## src/rtl/pipeline_pkg.sv

```systemverilog
// Shared types and constants for the pipeline hazard controller.
package pipeline_pkg;

  typedef enum logic [1:0] {
    RUN   = 2'd0,
    STALL = 2'd1,
    FLUSH = 2'd2
  } hazState_t;

  localparam int unsigned REG_W     = 5;
  localparam int unsigned CNT_W_DEF = 16;
  localparam int unsigned REM_W     = 3;
  localparam logic [REG_W-1:0] REG_ZERO = 5'd0;

  // Load in EX writes a register the ID instruction reads; $0 never counts.
  function automatic logic loadUseHazard(
    input logic             memRead,
    input logic [REG_W-1:0] writeReg,
    input logic [REG_W-1:0] rs,
    input logic [REG_W-1:0] rt,
    input logic             usesRt
  );
    return memRead && (writeReg != REG_ZERO) &&
           ((writeReg == rs) || (usesRt && (writeReg == rt)));
  endfunction

endpackage

```

## src/rtl/sat_counter.sv

```systemverilog
// Saturating up-counter with synchronous active-low reset.
module sat_counter #(
  parameter int unsigned WIDTH = 16
) (
  input  logic             clk,
  input  logic             rst,
  input  logic             inc,
  output logic [WIDTH-1:0] count
);

  always_ff @(posedge clk) begin
    if (!rst) begin
      count <= '0;
    end else if (inc && (count != '1)) begin
      count <= count + WIDTH'(1);
    end
  end

endmodule

```

## src/rtl/hazard_ctrl.sv

```systemverilog
// Load-use stall and taken-branch flush sequencer for the 5-stage pipeline.
// Performance counters are built only when HAZARD_PERF_CNT_EN is defined.
module hazard_ctrl
  import pipeline_pkg::*;
#(
  parameter int unsigned STALL_CYCLES = 1,
  parameter int unsigned CNT_W        = CNT_W_DEF
) (
  input  logic             clk,
  input  logic             rst,
  input  logic [REG_W-1:0] id_rs,
  input  logic [REG_W-1:0] id_rt,
  input  logic             id_uses_rt,
  input  logic             ex_mem_read,
  input  logic [REG_W-1:0] ex_write_reg,
  input  logic             mem_branch_taken,
  output logic             pc_write,
  output logic             ifid_write,
  output logic             ifid_flush,
  output logic             idex_flush,
  output logic             exmem_flush,
  output logic [CNT_W-1:0] stall_count,
  output logic [CNT_W-1:0] flush_count
);

  hazState_t        state, nextState;
  logic [REM_W-1:0] remaining, nextRemaining;
  logic             hz;
  logic             stallInc, flushInc;

  assign hz = loadUseHazard(ex_mem_read, ex_write_reg, id_rs, id_rt, id_uses_rt);

  always_ff @(posedge clk) begin
    if (!rst) begin
      state     <= RUN;
      remaining <= '0;
    end else begin
      state     <= nextState;
      remaining <= nextRemaining;
    end
  end

  // Decisions take effect on the same edge; reset forces free-running enables.
  always_comb begin
    nextState     = state;
    nextRemaining = remaining;
    pc_write      = 1'b1;
    ifid_write    = 1'b1;
    ifid_flush    = 1'b0;
    idex_flush    = 1'b0;
    exmem_flush   = 1'b0;
    stallInc      = 1'b0;
    flushInc      = 1'b0;
    if (rst) begin
      unique case (state)
        RUN, STALL: begin
          if (mem_branch_taken) begin
            ifid_flush    = 1'b1;
            idex_flush    = 1'b1;
            exmem_flush   = 1'b1;
            flushInc      = 1'b1;
            nextRemaining = '0;
            nextState     = FLUSH;
          end else if ((state == STALL) || hz) begin
            pc_write   = 1'b0;
            ifid_write = 1'b0;
            idex_flush = 1'b1;
            stallInc   = 1'b1;
            if (state == STALL) begin
              nextRemaining = remaining - REM_W'(1);
              if (remaining == REM_W'(1)) nextState = RUN;
            end else if (STALL_CYCLES > 1) begin
              nextRemaining = REM_W'(STALL_CYCLES - 1);
              nextState     = STALL;
            end
          end
        end
        FLUSH:   nextState = RUN;
        default: nextState = RUN;
      endcase
    end
  end

`ifdef HAZARD_PERF_CNT_EN
  sat_counter #(.WIDTH(CNT_W)) u_stall_cnt (
    .clk  (clk),
    .rst  (rst),
    .inc  (stallInc),
    .count(stall_count)
  );

  sat_counter #(.WIDTH(CNT_W)) u_flush_cnt (
    .clk  (clk),
    .rst  (rst),
    .inc  (flushInc),
    .count(flush_count)
  );
`else
  logic unusedPerf;
  assign unusedPerf  = stallInc ^ flushInc;
  assign stall_count = '0;
  assign flush_count = '0;
`endif

endmodule

```

## config.mk

```make
export PLATFORM = sky130hd
export DESIGN_NAME = hazard_ctrl
export DESIGN_NICKNAME = d
export VERILOG_FILES = /design/src/rtl/pipeline_pkg.sv /design/src/rtl/sat_counter.sv /design/src/rtl/hazard_ctrl.sv
export SDC_FILE = /design/constraint.sdc
export NUM_CORES = 1
export LEC_CHECK = 0
export ABC_AREA = 0
export BUFFER_PORTS_ARGS = -buffer_cell sky130_fd_sc_hd__buf_2
export CORE_MARGIN = 5
export CORE_UTILIZATION = 33
export DETAILED_ROUTE_END_ITERATION = 7
export PLACE_DENSITY = 0.83
export SYNTH_ARGS = -nofsm -noshare
export SYNTH_HDL_FRONTEND = slang
export SYNTH_HIERARCHICAL = 1
export SYNTH_SLANG_ARGS = --single-unit
export TNS_END_PERCENT = 30
```

## constraint.sdc

```tcl
create_clock -name clk -period 2.9 [get_ports clk]
set_clock_uncertainty 0.05 [all_clocks]
set_input_delay 0.145 -clock clk [delete_from_list [all_inputs] [get_ports clk]]
set_output_delay 0.145 -clock clk [all_outputs]
set_load 0.03 [all_outputs]
```

==> metrics.md <==
| Metric | Value |
|---|---|
| Outcome | `finished, final reports clean` |
| # IOs | `57` |
| Biggest regs | `state (1)` |
| DRC viols | `0` |
| WHS | `377 ps` |
| Fmax | `621 MHz` |
| Vias per cell | `3.51` |
| Number of flip-flops in the largest register | `1` |
| Crit-path max FO | `3` |
| Area share of the leading cell type in the synthesized netlist | `0.580` |
| Cell count after synthesis | `59` |
| FP Rows | `13` |
| Crit end category | `output port` |
| Critical path, cell by cell | `buf_2 -> or4_1 -> o21ai_0 -> or3_1 -> buf_2` |
| Pins over their slew limit | `0` |
| Worst EP required | `2710 ps` |
| Total Routing Usage GR | `0.0598` |
| Vias post-DR | `333` |
| CTS resizes | `0` |
| Final global-route overflow total | `0` |
| CP peak stage delay | `530 ps` |
| Final hold violation count | `0` |
| # diodes | `0` |
| DR pass1 iterations | `3` |
| Worst path slowest cell | `or4_1` |
| Wirelength per Cell | `8.60 um` |
| Primary FF master, synth | `dfxtp_1` |
| Largest net degree at the start of global routing | `5` |
| Final Net Count | `102` |
| R2r setup slk | `2330 ps` |
| RSZ-0062 raised after global routing | `false` |
| Syn. warnings | `6` |
| Starting DRT DRC Count | `1` |
| Critical Path AT | `1420 ps` |
| Layout cells sized above 1 | `0.313` |
| Synth area leader | `buf_4` |
| Largest register by flop count | `state` |
| PortBufs | `24` |
| Register area share after synthesis | `0.0455` |
| FFs w/ async S/R, synth | `0` |
| Syn Std Cell Area | `440 sq um` |
| CP startpoint kind | `input port` |
| Die height | `46.5 um` |
| Max-cap viol count | `0` |
| Crit path time final | `1610 ps` |
| CP Buf/Inv Count | `2` |
| Clock transition at path regs | `0 ps` |
| Starting Density | `0.343` |
| Die area | `0.00217 sq mm` |
| Library cells used by synthesis | `14` |
| Floorplan Core Area | `0.00128 sq mm` |
| Die Wd | `46.5 um` |
| Post-DP HPWL | `810 um` |
| Routed Antenna Nets | `0` |
| Crit path launch | `ex_write_reg[1]` |
| Syn-to-layout area delta | `0%` |
| CP Class | `input port to output port` |
| Global-route wire length before repair | `986 um` |
| Most common cell on crit path | `buf_2` |
| Worst VDD drop | `0.0665 mV` |
| Drt total wl | `817 um` |
| Period utilization | `0.555` |
| RR Startpoint | `state[1]$_SDFFE_PN0P_` |
| Hold crit path type | `input port to flop` |
| Yosys reg bits | `1` |
| Post-CTS Setup Repair Bufs | `0` |
| GPL Wtd Cong | `0.641` |
| Post-synth EDFFs | `0` |
| Area contributors post-synth | `buf_4 58%, xor2_1 18%, dfxtp_1 4.5%` |
| Worst-skew pair later-pin latency | `0 ps` |
| Number of global-route vias before repair | `258` |
| Delay-heaviest family, CP | `simple AND/OR/NAND/NOR gates` |
| Final setup violation count | `0` |
| Hold path startpoint | `mem_branch_taken` |
| Mean Syn Cell Area | `7.46 sq um` |
| Leak | `0.267 nW` |
| CTS Hold Bufs | `0` |
| Initial antenna violation count | `0` |
| Pwr Density | `255 mW/mm^2` |
| Setup Total Neg Slack | `0 ps` |
Yosys cell counts (all sizes together) (2+ instances only):
cell type	number
buf	34
nand2	2
nor2	4
xor2	9
path summary, 6_finish.rpt:
path / to / depth (start not counted)
worst max-delay path: pc_write / 5
worst min-delay path: state[1]$_SDFFE_PN0P_ / 3
worst max register to register: state[1]$_SDFFE_PN0P_ / 1
worst min register to register: state[1]$_SDFFE_PN0P_ / 1
cell families after synthesis:
group,Yosys count,synth area share
compound gates,3,0.0455
other cells,1,0.00851
simple gates,10,0.122
buf+inv,34,0.580
xor+xnor,10,0.199
flops,1,0.0455
area by class of cell:
| class | count | area, sq um |
|---|---|---|
| multi-input combinational | 55 | 282 |
| tap | 15 | 18.8 |
| timing repair buffer | 24 | 120 |
| sequential | 1 | 20.0 |
| fill | 147 | 845 |
per-stage QoR:
stage | cell area (sq um) | util | std cells | total power, W | worst slack [ps]
4_1_cts | 440 | 0.343 | 95 | 0.000112 | 1280
2_1_floorplan | 557 | - | 90 | 0.000125 | 1290
3_5_place_dp | 440 | 0.343 | 95 | 0.000112 | 1280
3_3_place_gp | 440 | 0.343 | 95 | 0.000110 | 1290
6_report | 440 | 0.343 | 95 | 0.000113 | 1290
5_1_grt | 440 | 0.343 | 95 | 0.000120 | 1170
per-layer routing:
layer | vias up | wire [um] | GRT usage
li1 | 166 | - | -
met1 | 133 | 229 | 0.0615
met2 | 34 | 399 | 0.129
met3 | 0 | 188 | 0.00781
met4 | 0 | 0 | 0
met5 | - | 0 | 0
cells in the final DEF (no fill, tap or decap):
master,instances
a32oi_1,1
buf_2,24
conb_1,32
dfxtp_1,1
nand2_1,2
nor2_1,4
nor3_1,1
nor4_2,1
o21ai_0,1
o22ai_1,1
or3_1,1
or4_1,1
xnor2_1,1
xor2_1,9
power breakdown:
part	internal [W]	switching (W)
logic	0.0000199	0.0000771
clock network	0	0
registers	0.0000149	0.000000712
No activity file was read; power rests on OpenSTA's default activity.
